**config.mk**
```make
export PLATFORM = sky130hd
export DESIGN_NAME = soc_ifc_fuse_loader
export DESIGN_NICKNAME = d
export VERILOG_FILES = /design/src/rtl/soc_ifc_fuse_loader.sv
export SDC_FILE = /design/constraint.sdc
export NUM_CORES = 1
export LEC_CHECK = 0
export BUFFER_PORTS_ARGS = -buffer_cell sky130_fd_sc_hd__clkbuf_2
export CORE_ASPECT_RATIO = 1.4
export CORE_MARGIN = 3
export CORE_UTILIZATION = 45
export CTS_CLUSTER_DIAMETER = 100
export CTS_CLUSTER_SIZE = 24
export DETAILED_ROUTE_END_ITERATION = 12
export MAX_ROUTING_LAYER = met4
export PLACE_DENSITY = 0.66
export SYNTH_ARGS = -nofsm -noshare
export SYNTH_HDL_FRONTEND = slang
export SYNTH_SLANG_ARGS = --single-unit
```
**constraint.sdc**
```tcl
create_clock -name clk -period 3.8 [get_ports clk]
set_input_delay 0.38 -clock clk [delete_from_list [all_inputs] [get_ports clk]]
set_output_delay 0.38 -clock clk [all_outputs]
set_load 0.03 [all_outputs]
```
**src/rtl/soc_ifc_fuse_loader.sv**
```systemverilog
// soc_ifc_fuse_loader: streams fuses into Caliptra, releases the boot breakpoint and drives firmware-update resets
module soc_ifc_fuse_loader #(
  parameter int unsigned NUM_FUSE_WORDS = 32,
  parameter logic [31:0] FUSE_BASE_ADDR = 32'h0000_0200,
  parameter logic [31:0] FUSE_DONE_ADDR = 32'h0000_00AC,
  parameter logic [31:0] CONTINUE_ADDR  = 32'h0000_00BC,
  parameter logic [31:0] FW_UPD_ADDR    = 32'h0000_0070,
  parameter int unsigned TIMEOUT_CYCLES = 1024,
  localparam int unsigned IW = (NUM_FUSE_WORDS > 1) ? $clog2(NUM_FUSE_WORDS) : 1
) (
  input  logic          clk,
  input  logic          cptra_rst_b,
  input  logic          ready_for_fuses,
  output logic          src_rd_en,
  output logic [IW-1:0] src_rd_idx,
  input  logic [31:0]   src_rd_data,
  output logic          wr_req,
  output logic [31:0]   wr_addr,
  output logic [31:0]   wr_data,
  input  logic          wr_ack,
  input  logic          wr_err,
  input  logic          brkpt_en,
  input  logic          continue_req,
  input  logic          fw_upd_req,
  input  logic          uc_rst_b,
  output logic          busy,
  output logic          boot_done,
  output logic          err,
  output logic [1:0]    err_code,
  output logic [7:0]    fw_upd_count
);
  typedef enum logic [3:0] {
    IDLE, READ, WRITE, DONE_WR, BRK_WAIT, GO_WR, WAIT_UC, RUN, FWU_WR, FWU_LO, FWU_HI, ERROR
  } state_e;
  state_e        state_q, state_d;
  logic [IW-1:0] idx_q, idx_d;
  logic [15:0]   cnt_q, cnt_d;
  logic          src_rd_en_q, src_rd_en_d, wr_req_q, wr_req_d;
  logic [31:0]   wr_addr_q, wr_addr_d, wr_data_q, wr_data_d;
  logic          busy_q, busy_d, boot_done_q, boot_done_d, err_q, err_d;
  logic [1:0]    err_code_q, err_code_d;
  logic [7:0]    fw_upd_count_q, fw_upd_count_d;
  logic          ack, is_wr, counting, tmo, last;
  always_comb begin
    ack      = wr_req_q & wr_ack;
    is_wr    = state_q inside {WRITE, DONE_WR, GO_WR, FWU_WR};
    counting = is_wr ? (wr_req_q & ~wr_ack) : (state_q inside {WAIT_UC, FWU_LO, FWU_HI});
    tmo      = counting && (cnt_q == 16'(TIMEOUT_CYCLES - 1));
    last     = idx_q == IW'(NUM_FUSE_WORDS - 1);
    case (state_q)
      IDLE:     state_d = ready_for_fuses ? READ : IDLE;
      READ:     state_d = WRITE;
      WRITE:    state_d = ack ? (last ? DONE_WR : READ) : WRITE;
      DONE_WR:  state_d = ack ? (brkpt_en ? BRK_WAIT : WAIT_UC) : DONE_WR;
      BRK_WAIT: state_d = continue_req ? GO_WR : (brkpt_en ? BRK_WAIT : WAIT_UC);
      GO_WR:    state_d = ack ? WAIT_UC : GO_WR;
      WAIT_UC:  state_d = uc_rst_b ? RUN : WAIT_UC;
      RUN:      state_d = fw_upd_req ? FWU_WR : RUN;
      FWU_WR:   state_d = ack ? FWU_LO : FWU_WR;
      FWU_LO:   state_d = uc_rst_b ? FWU_LO : FWU_HI;
      FWU_HI:   state_d = uc_rst_b ? RUN : FWU_HI;
      default:  state_d = ERROR;
    endcase
    if ((ack && wr_err) || (tmo && state_d == state_q)) state_d = ERROR;
    err_code_d     = (state_d == ERROR && state_q != ERROR) ? ((ack && wr_err) ? 2'd1 : is_wr ? 2'd2 : 2'd3) : err_code_q;
    idx_d          = (state_q == IDLE) ? '0 : (state_q == WRITE && state_d == READ) ? idx_q + 1'b1 : idx_q;
    cnt_d          = (state_d != state_q) ? 16'd0 : counting ? cnt_q + 16'd1 : cnt_q;
    wr_req_d       = (state_d inside {WRITE, DONE_WR, GO_WR, FWU_WR}) && !ack;
    wr_addr_d      = (state_q == READ) ? FUSE_BASE_ADDR + (32'(idx_q) << 2) :
                     (state_d == state_q) ? wr_addr_q :
                     (state_d == DONE_WR) ? FUSE_DONE_ADDR :
                     (state_d == GO_WR) ? CONTINUE_ADDR :
                     (state_d == FWU_WR) ? FW_UPD_ADDR : wr_addr_q;
    wr_data_d      = (state_q == READ) ? src_rd_data :
                     (state_d != state_q && (state_d inside {DONE_WR, GO_WR, FWU_WR})) ? 32'h1 : wr_data_q;
    src_rd_en_d    = state_d == READ;
    busy_d         = !(state_d inside {IDLE, RUN, ERROR});
    boot_done_d    = boot_done_q | (state_d == RUN);
    err_d          = state_d == ERROR;
    fw_upd_count_d = (state_q == FWU_HI && state_d == RUN && fw_upd_count_q != 8'hFF) ? fw_upd_count_q + 8'd1 : fw_upd_count_q;
  end
  always_ff @(posedge clk or negedge cptra_rst_b) begin
    if (!cptra_rst_b) begin
      state_q        <= IDLE;
      idx_q          <= '0;
      cnt_q          <= '0;
      src_rd_en_q    <= 1'b0;
      wr_req_q       <= 1'b0;
      wr_addr_q      <= '0;
      wr_data_q      <= '0;
      busy_q         <= 1'b0;
      boot_done_q    <= 1'b0;
      err_q          <= 1'b0;
      err_code_q     <= '0;
      fw_upd_count_q <= '0;
    end else begin
      state_q        <= state_d;
      idx_q          <= idx_d;
      cnt_q          <= cnt_d;
      src_rd_en_q    <= src_rd_en_d;
      wr_req_q       <= wr_req_d;
      wr_addr_q      <= wr_addr_d;
      wr_data_q      <= wr_data_d;
      busy_q         <= busy_d;
      boot_done_q    <= boot_done_d;
      err_q          <= err_d;
      err_code_q     <= err_code_d;
      fw_upd_count_q <= fw_upd_count_d;
    end
  end
  assign src_rd_en    = src_rd_en_q;
  assign src_rd_idx   = idx_q;
  assign wr_req       = wr_req_q;
  assign wr_addr      = wr_addr_q;
  assign wr_data      = wr_data_q;
  assign busy         = busy_q;
  assign boot_done    = boot_done_q;
  assign err          = err_q;
  assign err_code     = err_code_q;
  assign fw_upd_count = fw_upd_count_q;
endmodule

```
Word level (Yosys, flattened, before mapping). Index checks and enable logic that the tools add are counted.

Bits in registers: 104. Latch bits: 0. Bits in writable memories: 0. Bits in read-only memories: 0. Input port bits: 41. Output and inout bits: 84. Word-level logic and storage cells: 97. Memories kept: 0.

Add/sub/neg operators: 4. Multipliers: 0. Divide/modulo/power cells: 0. $lt $le $gt $ge: 0. Equal/unequal tests: 25. Shift-type cells: 0. Multiplexer cells: 28. Bitwise operators: 4. Reduce and logical (&&, ||, !) cells: 24.

Operators with widths (number): two-way mux 32 bit (7); case mux 4 bit (11 select lines) (1); two-way mux 16 bit (2); == test 4 x 3 -> 1 bit (second input constant) (6); == test 4 bit (second input constant) (5); adder 16 x 1 -> 16 bit (second input constant) (1); == test 16 x 10 -> 1 bit (second input constant) (1); == test 4 x 2 -> 1 bit (second input constant) (4); two-way mux 4 bit (4); two-way mux 2 bit (7); nonzero test 4 bit (3); adder 10 x 7 -> 11 bit (first input constant) (1); two-way mux 5 bit (2); logical AND 1 bit (9); nonzero test 3 bit (3); adder 8 x 1 -> 8 bit (second input constant) (1); == test 4 x 1 -> 1 bit (second input constant) (2); == test 4 bit (2); logical NOT 4 bit (2); != test 8 bit (second input constant) (1); nonzero test 2 bit (3); adder 5 x 1 -> 5 bit (second input constant) (1); == test 5 bit (second input constant) (1); two-way mux 1 bit (5); 9 further kinds (11).

Logic depth before layout (Yosys ltp). Gate-level depths: netlist of run 1.

Depth after elaboration: 14. Depth in mapped cells: 12. Depth with buffers taken out: 10.

Worst setup path before layout of run 1. No wires, ideal clock.

Kind: register -> register. Start: reg idx_q[0] (netlist: src_rd_idx[0]). End: reg wr_addr_q[9] (netlist: wr_addr[9]). Library setup time: 0.120 ns. Data arrival time: 2.786 ns. Slack: 0.895 ns. Stages on the path, launching flop included: 13. Path buffers: 2. Period minus slack after synthesis: 2.905 ns. Path through: dfrtp_1 ha_1 and3_1 ha_1 nor2b_1 o311a_1 nor4_2 o211a_1 or2_2 o2111a_2 buf_6 buf_12 nor2_4.

Cells in the longest elaborated chain, start to end: 13. Elaborated cells on any way between the ends: 20.

RTL lines: start, declared (line 36) `logic [IW-1:0] idx_q, idx_d;`; start signal, assigned (line 98) `idx_q <= idx_d;`; == test 5 bit (line 49) `last = idx_q == IW'(NUM_FUSE_WORDS - 1);`; two-way mux 2 bit (2 in series) (line 53) `WRITE: state_d = ack ? (last ? DONE_WR : READ) : WRITE;`; case mux 4 bit (11 select lines) (line 50) `case (state_q)`; == test 4 bit (line 64) `if ((ack && wr_err) || (tmo && state_d == state_q)) state_d = ERROR;`; logical AND 1 bit (line 64); logical OR 1 bit (line 64); two-way mux 4 bit (line 64); == test 4 x 3 -> 1 bit (line 72) `(state_d == GO_WR) ? CONTINUE_ADDR :`; two-way mux 32 bit (line 72); two-way mux 32 bit (line 71) `(state_d == DONE_WR) ? FUSE_DONE_ADDR :`; two-way mux 32 bit (line 70) `(state_d == state_q) ? wr_addr_q :`; two-way mux 32 bit (line 69) `wr_addr_d = (state_q == READ) ? FUSE_BASE_ADDR + (32'(idx_q) << 2) :`; end signal, assigned (line 102) `wr_addr_q <= wr_addr_d;`; end, declared (line 39) `logic [31:0] wr_addr_q, wr_addr_d, wr_data_q, wr_data_d;`.

Parallel ways exist; a longest one is shown, timed or not. The select of a mux whose other input is x is not followed. A chain may end at the register's enable or synchronous reset.

Final worst setup path of run 1.
Start: reg idx_q[0] (netlist: src_rd_idx[0]). End: reg wr_data_q[23] (netlist: wr_data[23]).

Cells in the longest elaborated chain, start to end: 12. Elaborated cells on any way between the ends: 15.

RTL lines: == test 5 bit * (line 49); two-way mux 2 bit * (2 in series) (line 53); case mux 4 bit (11 select lines) * (line 50); == test 4 bit (line 64); logical AND 1 bit (line 64); logical OR 1 bit (line 64); two-way mux 4 bit * (line 64); == test 4 x 2 -> 1 bit, or another cell as far along (line 75) `(state_d != state_q && (state_d inside {DONE_WR, GO_WR, FWU_WR})) ? 32'h1 : wr_data_q;`; nonzero test 3 bit (line 75); logical AND 1 bit * (line 75); nonzero test 2 bit (no line) *; end signal, assigned (line 103) `wr_data_q <= wr_data_d;`; end, declared (line 39).

Every way passes the cells marked *; elsewhere a longest branch is shown, timed or not.

==> results of run 1 <==
-- synthesized netlist by cell type (all sizes together), types with 7 or more instances --
cell type,number,area (um2)
nand2,98,373
dfrtp,79,1980
buf,42,353
a21oi,40,313
nor2,34,135
xor2,13,114
o21ai,12,67.6
xnor2,12,105
and3,10,70.1
clkbuf,10,37.5
nand3,10,50.1
inv,7,26.3
mux2,7,82.6
nor2b,7,46.3
-- metal layers --
metal	vias up	wire [um]	track usage, %
met2	87	5340	33.0
li1	1734	-	-
met5	-	0	-
met1	1788	4370	23.1
met4	0	201	7.95
met3	14	439	3.69
-- cells by family after synthesis --
kind of cell,after synthesis,synth area share (%)
AO/OA/AOI/OAI,88,15.8
multiplexers,11,2.73
adder cells (fa/ha/maj),4,1.12
buffers and inverters,59,9.29
flip-flops,79,44.1
XOR/XNOR,25,4.88
other,1,0.0836
AND/OR/NAND/NOR,202,22.0
-- power breakdown --
| group | internal, mW | switching (mW) |
|---|---|---|
| sequential | 1.03 | 0.225 |
| clock | 0.462 | 0.335 |
| combinational | 0.747 | 1.41 |
| total | 2.23 | 1.97 |
-- per-stage QoR --
stage / worst slack (ns) / area (um2)
floorplan: 0.895 / 4570
global placement: 0.636 / 4900
detailed placement: 0.496 / 4900
CTS: 0.500 / 5180
global route: 0.264 / 5180
finish: 0.520 / 5180
-- placed cells by master (no fill, tap or decap), types with 3 or more instances in the layout --
cell / Yosys / final
clkbuf_2: 0 / 98
nand2_1: 96 / 96
dfrtp_1: 79 / 79
nor2_1: 33 / 33
a21oi_2: 30 / 30
conb_1: 1 / 25
xor2_1: 13 / 13
xnor2_1: 12 / 12
nand3_1: 10 / 10
a21oi_1: 10 / 10
o21ai_0: 9 / 9
clkbuf_16: 0 / 9
and3_1: 7 / 7
inv_1: 7 / 7
nor2b_1: 6 / 6
nand2b_1: 6 / 6
mux2_2: 6 / 6
nor4_1: 5 / 5
nand4_1: 5 / 5
buf_4: 29 / 5
nor3_1: 5 / 4
mux2i_1: 4 / 4
o211ai_1: 4 / 4
ha_1: 4 / 4
and2_1: 3 / 3
a31oi_1: 3 / 3
nand3b_1: 3 / 3
-- final cells by class --
class,count,share of cell area [%]
clock buffer,12,4.76
tap,132,3.19
inverter,7,0.508
clock inverter,4,0.556
timing repair buffer,104,10.6
sequential,79,38.2
multi-input combinational,355,42.2
-- flip-flops by register name (all words and copies together) (netlist names) --
signal,flops
boot_done,1
busy,1
cnt_q,16
err,1
err_code,2
fw_upd_count,8
src_rd_en,1
src_rd_idx,5
state_q,4
wr_addr,7
wr_data,32
wr_req,1
-- final timing paths --
path	start	to	slack (ns)	cells after the start
worst max-delay path	src_rd_idx[0]$_DFFE_PN0P_	wr_data[23]$_DFFE_PN0P_	0.52	11
worst min-delay path	cptra_rst_b	cnt_q[15]$_DFFE_PN0P_	0.20	1
worst max register to register	src_rd_idx[0]$_DFFE_PN0P_	wr_data[23]$_DFFE_PN0P_	0.52	11
worst min register to register	boot_done$_DFF_PN0_	boot_done$_DFF_PN0_	0.47	1
max in group asynchronous	cptra_rst_b	state_q[3]$_DFF_PN0_	2.96	1
min in group clk	src_rd_data[25]	wr_data[25]$_DFFE_PN0P_	0.26	3
==> metrics, run 1 <==
die height 124 um; CP cell instances ha_1 -> and3_1 -> ha_1 -> nor2b_1 -> o311a_1 -> nor4_2 -> o211a_1 -> or2_2 -> o2111a_2 -> buf_4 -> a21oi_2; Worst Path Required 4.02 ns; TritonCTS clock tree yes; Post-Layout Cell Count around 690; number of synthesized flops with an enable pin 0; number of max-cap violations 0; Power Total ~4.2 mW; via count between 3,000 and 4,000; ys flop type dfrtp_1; post-placement cell count 677; fraction of registers with async set/reset 100%; Die W ~90 um; PortBufs 99; pin slew with the least headroom to its limit 0.971 ns; dpl hpwl 7.31 mm; total gr overflow 0; WHS 0.195 ns; clock tree buffer depth 2; synthesized instance count around 470; critical path's largest stage delay approximately 0.5 ns; utilization after layout 54.1%; CTS sink count 79; full die area 11,200 um2; Pwr Density 812 nW/um2; Final Hold Viols 0; routability cong. 0.825; VDD IR max 0.000721 V; synth warn 0; total CTS buffers 9; synthesis-to-layout area growth 15.5%; IO Count 125; total global-route track usage 19.5%; insertion delay to the later sink of the worst-skew pair 0.34 ns; leakage power total approximately 2.4 nW; Worst Clk Skew roughly 0.0084 ns; Final TNS setup 0 ns; Slew HR 35.2%; Mapped Area around 4500 um2; Core Rows 42; outcome finished clean; cell family with most CP delay compound AO/OA/AOI/OAI gates; DRT Pass-1 Iters 4; buffer and inverter count on the worst path 1; drc violations 0; crit path max fanout 17; filler cell count 905; vias in the first global route 3,618; crit path DAT 3.50 ns; kind of critical path register to register; crit-path most repeated cell ha_1; initial core utilization a little under half; # hold bufs at CTS 0; final worst-path cycle share 86.3%; global-route wire length before repair 17.2 mm; clk slew on worst S/H paths 0.06 ns; # resized after CTS 0; CTS root buf clkbuf_16; vias per cell 5.23; post-synth cell types 74; CP Capture Type register; Setup violations, final 0; layout cells sized above 1 about a third; Storage cell area 1980 um2; post-route ant nets 0; DR WL/cell 14.9 um; antenna diode count 0; largest net degree at the start of global routing 80; Final #Nets between 600 and 700; initial antenna violation count 0; DRT iter0 DRCs 200; Synth Register Bits just under 80; startpoint types register; Post-Route WL just over 10 mm; H-tree levels 3; Critical Path Slowest Stage Cell o2111a_2; mean post-synth cell area 9.56 um2; RSZ-0062 raised after global routing false; min cycle time layout 3.28 ns; Multi-input gate area 2180 um2; sequential fraction of the synthesis area 44.1%; Max Clk Rate 0.305 GHz; Setup Fix Bufs, Post-CTS 0; CORE AREA 9560 um2; type of the tightest min-delay check input pin to async pin; Final Max Tran Viols 0
No activity file was read; power rests on OpenSTA's default activity.
==> run 2, diff against run 1 <==
--- a/config.mk
+++ b/config.mk
@@ -5,15 +5,18 @@
 export SDC_FILE = /design/constraint.sdc
 export NUM_CORES = 1
 export LEC_CHECK = 0
+export ABC_AREA = 1
 export BUFFER_PORTS_ARGS = -buffer_cell sky130_fd_sc_hd__clkbuf_2
+export CELL_PAD_IN_SITES_DETAIL_PLACEMENT = 1
+export CELL_PAD_IN_SITES_GLOBAL_PLACEMENT = 2
 export CORE_ASPECT_RATIO = 1.4
 export CORE_MARGIN = 3
-export CORE_UTILIZATION = 45
+export CORE_UTILIZATION = 29
 export CTS_CLUSTER_DIAMETER = 100
 export CTS_CLUSTER_SIZE = 24
 export DETAILED_ROUTE_END_ITERATION = 12
 export MAX_ROUTING_LAYER = met4
-export PLACE_DENSITY = 0.66
+export PLACE_DENSITY = 0.77
 export SYNTH_ARGS = -nofsm -noshare
 export SYNTH_HDL_FRONTEND = slang
 export SYNTH_SLANG_ARGS = --single-unit
==> metrics, run 2 <==
final worst-path cycle share 84.8% (-1.5 points); CTS root buf clkbuf_16; H-tree levels 3 (unchanged); Worst Path Required 4.01 ns (about the same); cell with the most instances after synthesis nand2_1; initial core utilization 30.1% (-17 points); via count 3,663 (+1.1%); post-route ant nets 0 (unchanged); Post-Route WL 11.3 mm (+9.1%); mean post-synth cell area 7.74 um2 (-19%); Setup violations, final 0 (unchanged); initial antenna violation count 0 (unchanged); Critical Path Slowest Stage Cell dfrtp_1; CP cell instances ha_1 -> nand2_1 -> nor2_1 -> ha_1 -> nor2_1 -> o21ai_1 -> nor2_1 -> nand3b_1 -> nand2_1 -> nand3_2 -> nand3_1 -> inv_2 -> nor2_1 -> nor2_2 -> nand2_4 -> nand2_2 -> buf_4 -> nand2_1 -> nand2_1; min cycle time layout 3.22 ns (-0.0568 ns); Setup WS pre-CTS 0.385 ns (-0.111 ns); DRT iter0 DRCs 147 (-27%); critical path's largest stage delay 0.44 ns (-0.06 ns); VDD IR max 0.000154 V (-79%); clock tree buffer depth 2 (unchanged); DR WL/cell 13.8 um (-7.5%); full die area 15,600 um2 (+39%); Slew HR 30.7% (-4.6 points); commonest non-fill, non-tap cells in the layout 199 x nand2_1, 98 x clkbuf_2, 79 x dfrtp_1; CORE AREA 13,600 um2 (+43%); Core Rows 50 (+19%); PortBufs 99 (unchanged); antenna diode count 0 (unchanged); kind of critical path register to register; dpl hpwl 8.79 mm (+20%); routability cong. 0.822 (-0.29%); RSZ-0062 raised after global routing false; ys flop type dfrtp_1; Largest register FFs 32 (unchanged); Final Max Tran Viols 0 (unchanged); crit path max fanout 22 (+5); Synth Register Bits 79 (unchanged); CP Capture Type register; Pwr Density 353 nW/um2 (-57%); pin slew with the least headroom to its limit 1.04 ns (+0.0686 ns); CTS sink count 79 (unchanged); Worst Clk Skew 0.0106 ns (+0.00221 ns); top cells by area, synth dfrtp_1 48%, nand2_1 18%, nor2_1 5.4%; fraction of registers with async set/reset 100% (unchanged); crit path DAT 3.44 ns (-0.06 ns); # hold bufs at CTS 0 (unchanged); IO Count 125 (unchanged); top cell type's share of synthesized area 48.2% (+4.1 points); outcome finished clean; setup ws final 0.577 ns (+0.0568 ns); top cells by count, synth 199 x nand2_1, 79 x dfrtp_1, 59 x nor2_1; DRT Pass-1 Iters 4 (unchanged); WHS 0.211 ns (+0.0159 ns); post-synth cell types 33 (-55%); Final Hold Viols 0 (unchanged); layout cells sized above 1 21.1% (-10 points); Die W 107 um (+18%); TritonCTS clock tree yes; total global-route track usage 15.4% (-4.0 points); startpoint types register; number of synthesized flops with an enable pin 0 (unchanged); synthesis-to-layout area growth 21.3%; drc violations 0 (unchanged); leakage power total 2.85 nW (+17%); Mapped Area 4100 um2 (-8.5%); synth warn 0 (unchanged); die height 147 um (+18%); synthesized instance count 530 (+13%); Final TNS setup 0 ns (unchanged); number of max-cap violations 0 (unchanged); total gr overflow 0 (unchanged); Final #Nets 675 (+12%); sequential fraction of the synthesis area 48.2% (+4.1 points); insertion delay to the later sink of the worst-skew pair 0.33 ns (about the same); utilization after layout 36.5% (-18 points); largest net degree at the start of global routing 80 (unchanged); clk slew on worst S/H paths 0.06 ns (about the same); global-route wire length before repair 19.1 mm (+11%); vias per cell 4.48 (-14%); type of the tightest min-delay check input pin to async pin; Max Clk Rate 0.310 GHz (+1.8%); post-synth top area cell dfrtp_1; commonest non-fill, non-tap cell in the layout nand2_1; vias in the first global route 3,854 (+6.5%); total CTS buffers 9 (unchanged)
## run 2: cell types whose count changed after synthesis, moves of 25 or more
cell     change
nor2_1      +26
nand3_1     +25
nand2_1    +103
a21oi_2     -30
inv_1       +28
## run 2: final timing paths
path,cells past startpoint,slack (ns),to,startpoint
worst min-delay path,1,0.21,cnt_q[0]$_DFFE_PN0P_,cptra_rst_b
worst min register to register,2,0.47,wr_data[31]$_DFFE_PN0P_,wr_data[31]$_DFFE_PN0P_
worst max register to register,19,0.58,wr_data[4]$_DFFE_PN0P_,src_rd_idx[0]$_DFFE_PN0P_
worst max-delay path,19,0.58,wr_data[4]$_DFFE_PN0P_,src_rd_idx[0]$_DFFE_PN0P_
max in group asynchronous,1,2.90,wr_data[12]$_DFFE_PN0P_,cptra_rst_b
min in group clk,3,0.25,wr_data[18]$_DFFE_PN0P_,src_rd_data[18]
## run 2: timing repair
item | 4_1_cts | 5_1_grt
endpoints found under the setup margin | 0 | 12
gates resized for setup | 0 | 1
buffers inserted | 0 | 0
## run 2: cells by family (layout without fill, tap and decap cells)
kind of cell,count (synthesis),after routing,synth area share (%)
adder cells (fa/ha/maj),4,4,1.22
AND/OR/NAND/NOR,331,331,33.9
buffers and inverters,78,159,10.1
AO/OA/AOI/OAI,18,18,2.47
flip-flops,79,79,48.2
XOR/XNOR,19,19,4.06
other,1,25,0.0914
## run 2: routing by layer
metal	track usage, %	wire length (um)	up-vias
li1	-	-	1803
met1	17.9	4740	1751
met2	27.1	5900	92
met3	2.59	421	17
met4	5.18	225	0
met5	-	0	-
## run 2: critical path, delay by kind of cell (launching register included)
family / cells / cell delay [ns]
buf+inv: 2 / 0.40
flops: 1 / 0.44
compound gates: 1 / 0.10
simple gates: 14 / 1.70
fa+ha+maj: 2 / 0.44
## run 2: where the power goes
part	switching, mW	internal (mW)
registers	0	0.841
clock network	0.335	0.509
logic	0.0570	0.0148
total	0.392	1.37
## run 2: through the flow
step | area, um2 | power [mW] | cells
detailed placement | 4680 | 0.930 | 801
global placement | 4680 | 0.929 | 801
global route | 4980 | 1.84 | 817
finish | 4980 | 1.76 | 817
CTS | 4970 | 1.79 | 817
floorplan | 4190 | 0.910 | 554
## run 2: final cells by class
| class | instances | area (um2) |
|---|---|---|
| Multi-Input combinational cell | 397 | 1810 |
| Clock buffer | 11 | 233 |
| Clock inverter | 5 | 58.8 |
| Timing Repair Buffer | 102 | 520 |
| Sequential cell | 79 | 1980 |
| Inverter | 41 | 154 |
| Fill cell | 1769 | 8660 |
| Tap cell | 182 | 228 |
==> run 3, diff against run 2 <==
==> constraint.sdc (replaced) <==
create_clock -name clk -period 3 [get_ports clk]
set_input_delay 0.3 -clock clk [delete_from_list [all_inputs] [get_ports clk]]
set_output_delay 0.3 -clock clk [all_outputs]
set_load 0.03 [all_outputs]
==> metrics, run 3 (same netlist as run 2, synthesis figures left out) <==
outcome finished clean; utilization after layout 37.2% (+0.70 points); WHS 0.102 ns (-0.109 ns); post-route cell area 5070 um2 (+1.9%); Reg2Reg Setup Slack 0.22 ns (-0.36 ns); post-placement cell count 804 (+0.37%); type of the tightest min-delay check input pin to async pin; Worst Clk Skew 0.0147 ns (+0.00417 ns); CTS sink count 79 (unchanged); DR WL/cell 14.4 um (+4.5%); Critical R2R Launch src_rd_idx[0]$_DFFE_PN0P_; antenna diode count 0 (unchanged); layout cells sized above 1 23.1% (+2.0 points); IO Count 125 (unchanged); Setup violations, final 0 (unchanged); clock tree buffer depth 2 (unchanged); Largest register FFs 32 (unchanged); initial antenna violation count 0 (unchanged); RSZ-0062 raised after global routing true; total CTS buffers 9 (unchanged); # hold bufs at CTS 0 (unchanged); dpl hpwl 9.03 mm (+2.8%); Pwr Density 437 nW/um2 (+24%); Final Max Tran Viols 0 (unchanged); largest net degree at the start of global routing 80 (unchanged); pin slew with the least headroom to its limit 1.03 ns (-0.0106 ns); routability cong. 0.847 (+3.1%); Comb pwr share 4.1% (about the same); Power Total 2.22 mW (+26%); clk slew on worst S/H paths 0.06 ns (about the same); VDD IR max 0.000202 V (+31%); DRT iter0 DRCs 154 (+4.8%); Worst Path Required 3.22 ns (-0.79 ns); vias per cell 4.48 (about the same); total global-route track usage 15.9% (+0.46 points); Final TNS setup 0 ns (unchanged); min cycle time layout 2.78 ns (-0.440 ns); startpoint types register; Int Pwr 1.72 mW (+26%); via count 3,691 (+0.76%); number of max-cap violations 0 (unchanged); Switching Fraction 22.3% (about the same); Post-Layout Cell Count 823 (+0.73%); Flop pwr share 48.1% (+0.2 points); Final #Nets 682 (+1.0%); reg2reg end wr_data[19]$_DFFE_PN0P_; CORE AREA 13,600 um2 (unchanged); initial core utilization 30.1% (unchanged); placed cell area 4700 um2 (+0.48%); Final Hold Viols 0 (unchanged); TritonCTS clock tree yes; synthesis-to-layout area growth 23.6%; commonest non-fill, non-tap cell in the layout nand2_1; Post-Route WL 11.9 mm (+5.3%); kind of critical path register to register; Switch Pwr 495 uW (+26%); setup ws final 0.217 ns (-0.360 ns); PortBufs 99 (unchanged); commonest non-fill, non-tap cells in the layout 198 x nand2_1, 98 x clkbuf_2, 73 x dfrtp_1; clock power share 47.8% (-0.2 points); Core Rows 50 (unchanged); full die area 15,600 um2 (unchanged); crit path max fanout 19 (-14%); Slew HR 31.4% (+0.70 points); insertion delay to the later sink of the worst-skew pair 0.34 ns (about the same); vias in the first global route 3,894 (+1.0%); leakage power total 2.89 nW (+1.6%); crit path DAT 3.00 ns (-0.44 ns); total gr overflow 0 (unchanged); global-route wire length before repair 19.5 mm (+2.1%); drc violations 0 (unchanged); CTS root buf clkbuf_16; Die W 107 um (unchanged); DRT Pass-1 Iters 4 (unchanged); H-tree levels 3 (unchanged); die height 147 um (unchanged); post-route ant nets 0 (unchanged); Max Clk Rate 0.359 GHz (+16%); CP Capture Type register; worst reg2reg path depth 19 (unchanged); Setup WS pre-CTS -0.0200 ns (-0.405 ns); final worst-path cycle share 92.8% (+8.0 points)
## run 3: final cells by class
type | instances | area [um2]
timing repair buffer | 109 | 607
clock buffer | 11 | 233
fill | 1734 | 8570
clock inverter | 4 | 47.5
sequential | 79 | 1980
multi-input combinational | 397 | 1820
tap | 182 | 228
inverter | 41 | 154
## run 3: routing by layer
metal	vias to the layer above	part of all wire, %	GRT usage, %
met5	-	0	-
met4	0	1.6	5.31
met3	12	3.7	2.24
met2	86	52	27.8
met1	1773	43	18.7
li1	1820	-	-
## run 3: what timing repair did
action	in CTS	in global routing
gates cloned	0	1
endpoints found under the setup margin	39	67
resized for setup	1	15
buffers inserted	0	3
## run 3: worst max path at each step
stage / startpoint / endpoint / slack (ns)
2_1_floorplan: src_rd_idx[0]$_DFFE_PN0P_ / wr_data[19]$_DFFE_PN0P_ / 0.37
3_3_place_gp: state_q[3]$_DFF_PN0_ / wr_data[7]$_DFFE_PN0P_ / 0.004
3_5_place_dp: state_q[3]$_DFF_PN0_ / wr_data[30]$_DFFE_PN0P_ / -0.02
4_1_cts: state_q[3]$_DFF_PN0_ / wr_data[30]$_DFFE_PN0P_ / 0.03
5_1_grt: src_rd_idx[1]$_DFFE_PN0P_ / wr_data[11]$_DFFE_PN0P_ / -0.03
6_report: src_rd_idx[0]$_DFFE_PN0P_ / wr_data[19]$_DFFE_PN0P_ / 0.22
## run 3: power groups by stage
stage / sequential (mW) / clock (mW) / combinational, mW
3_3_place_gp: 1.09 / 0 / 0.0916
2_1_floorplan: 1.09 / 0 / 0.0667
4_1_cts: 1.07 / 1.10 / 0.0932
6_report: 1.07 / 1.06 / 0.0915
3_5_place_dp: 1.09 / 0 / 0.0927
5_1_grt: 1.06 / 1.14 / 0.101
## run 3: worst max-delay path, stage by stage (launching register included)
cell	delay [ns]
dfrtp_2	0.44
ha_1	0.24
nand2_1	0.08
nor2_1	0.04
ha_1	0.18
nor2_1	0.12
o21ai_1	0.08
nor2_1	0.09
nand3b_1	0.11
nand2_1	0.09
nand3_1	0.12
nand3_1	0.21
inv_2	0.12
nor2_1	0.16
nor2_2	0.06
nand2_4	0.10
nand2_2	0.10
clkbuf_16	0.20
nand2_1	0.07
nand2_1	0.05
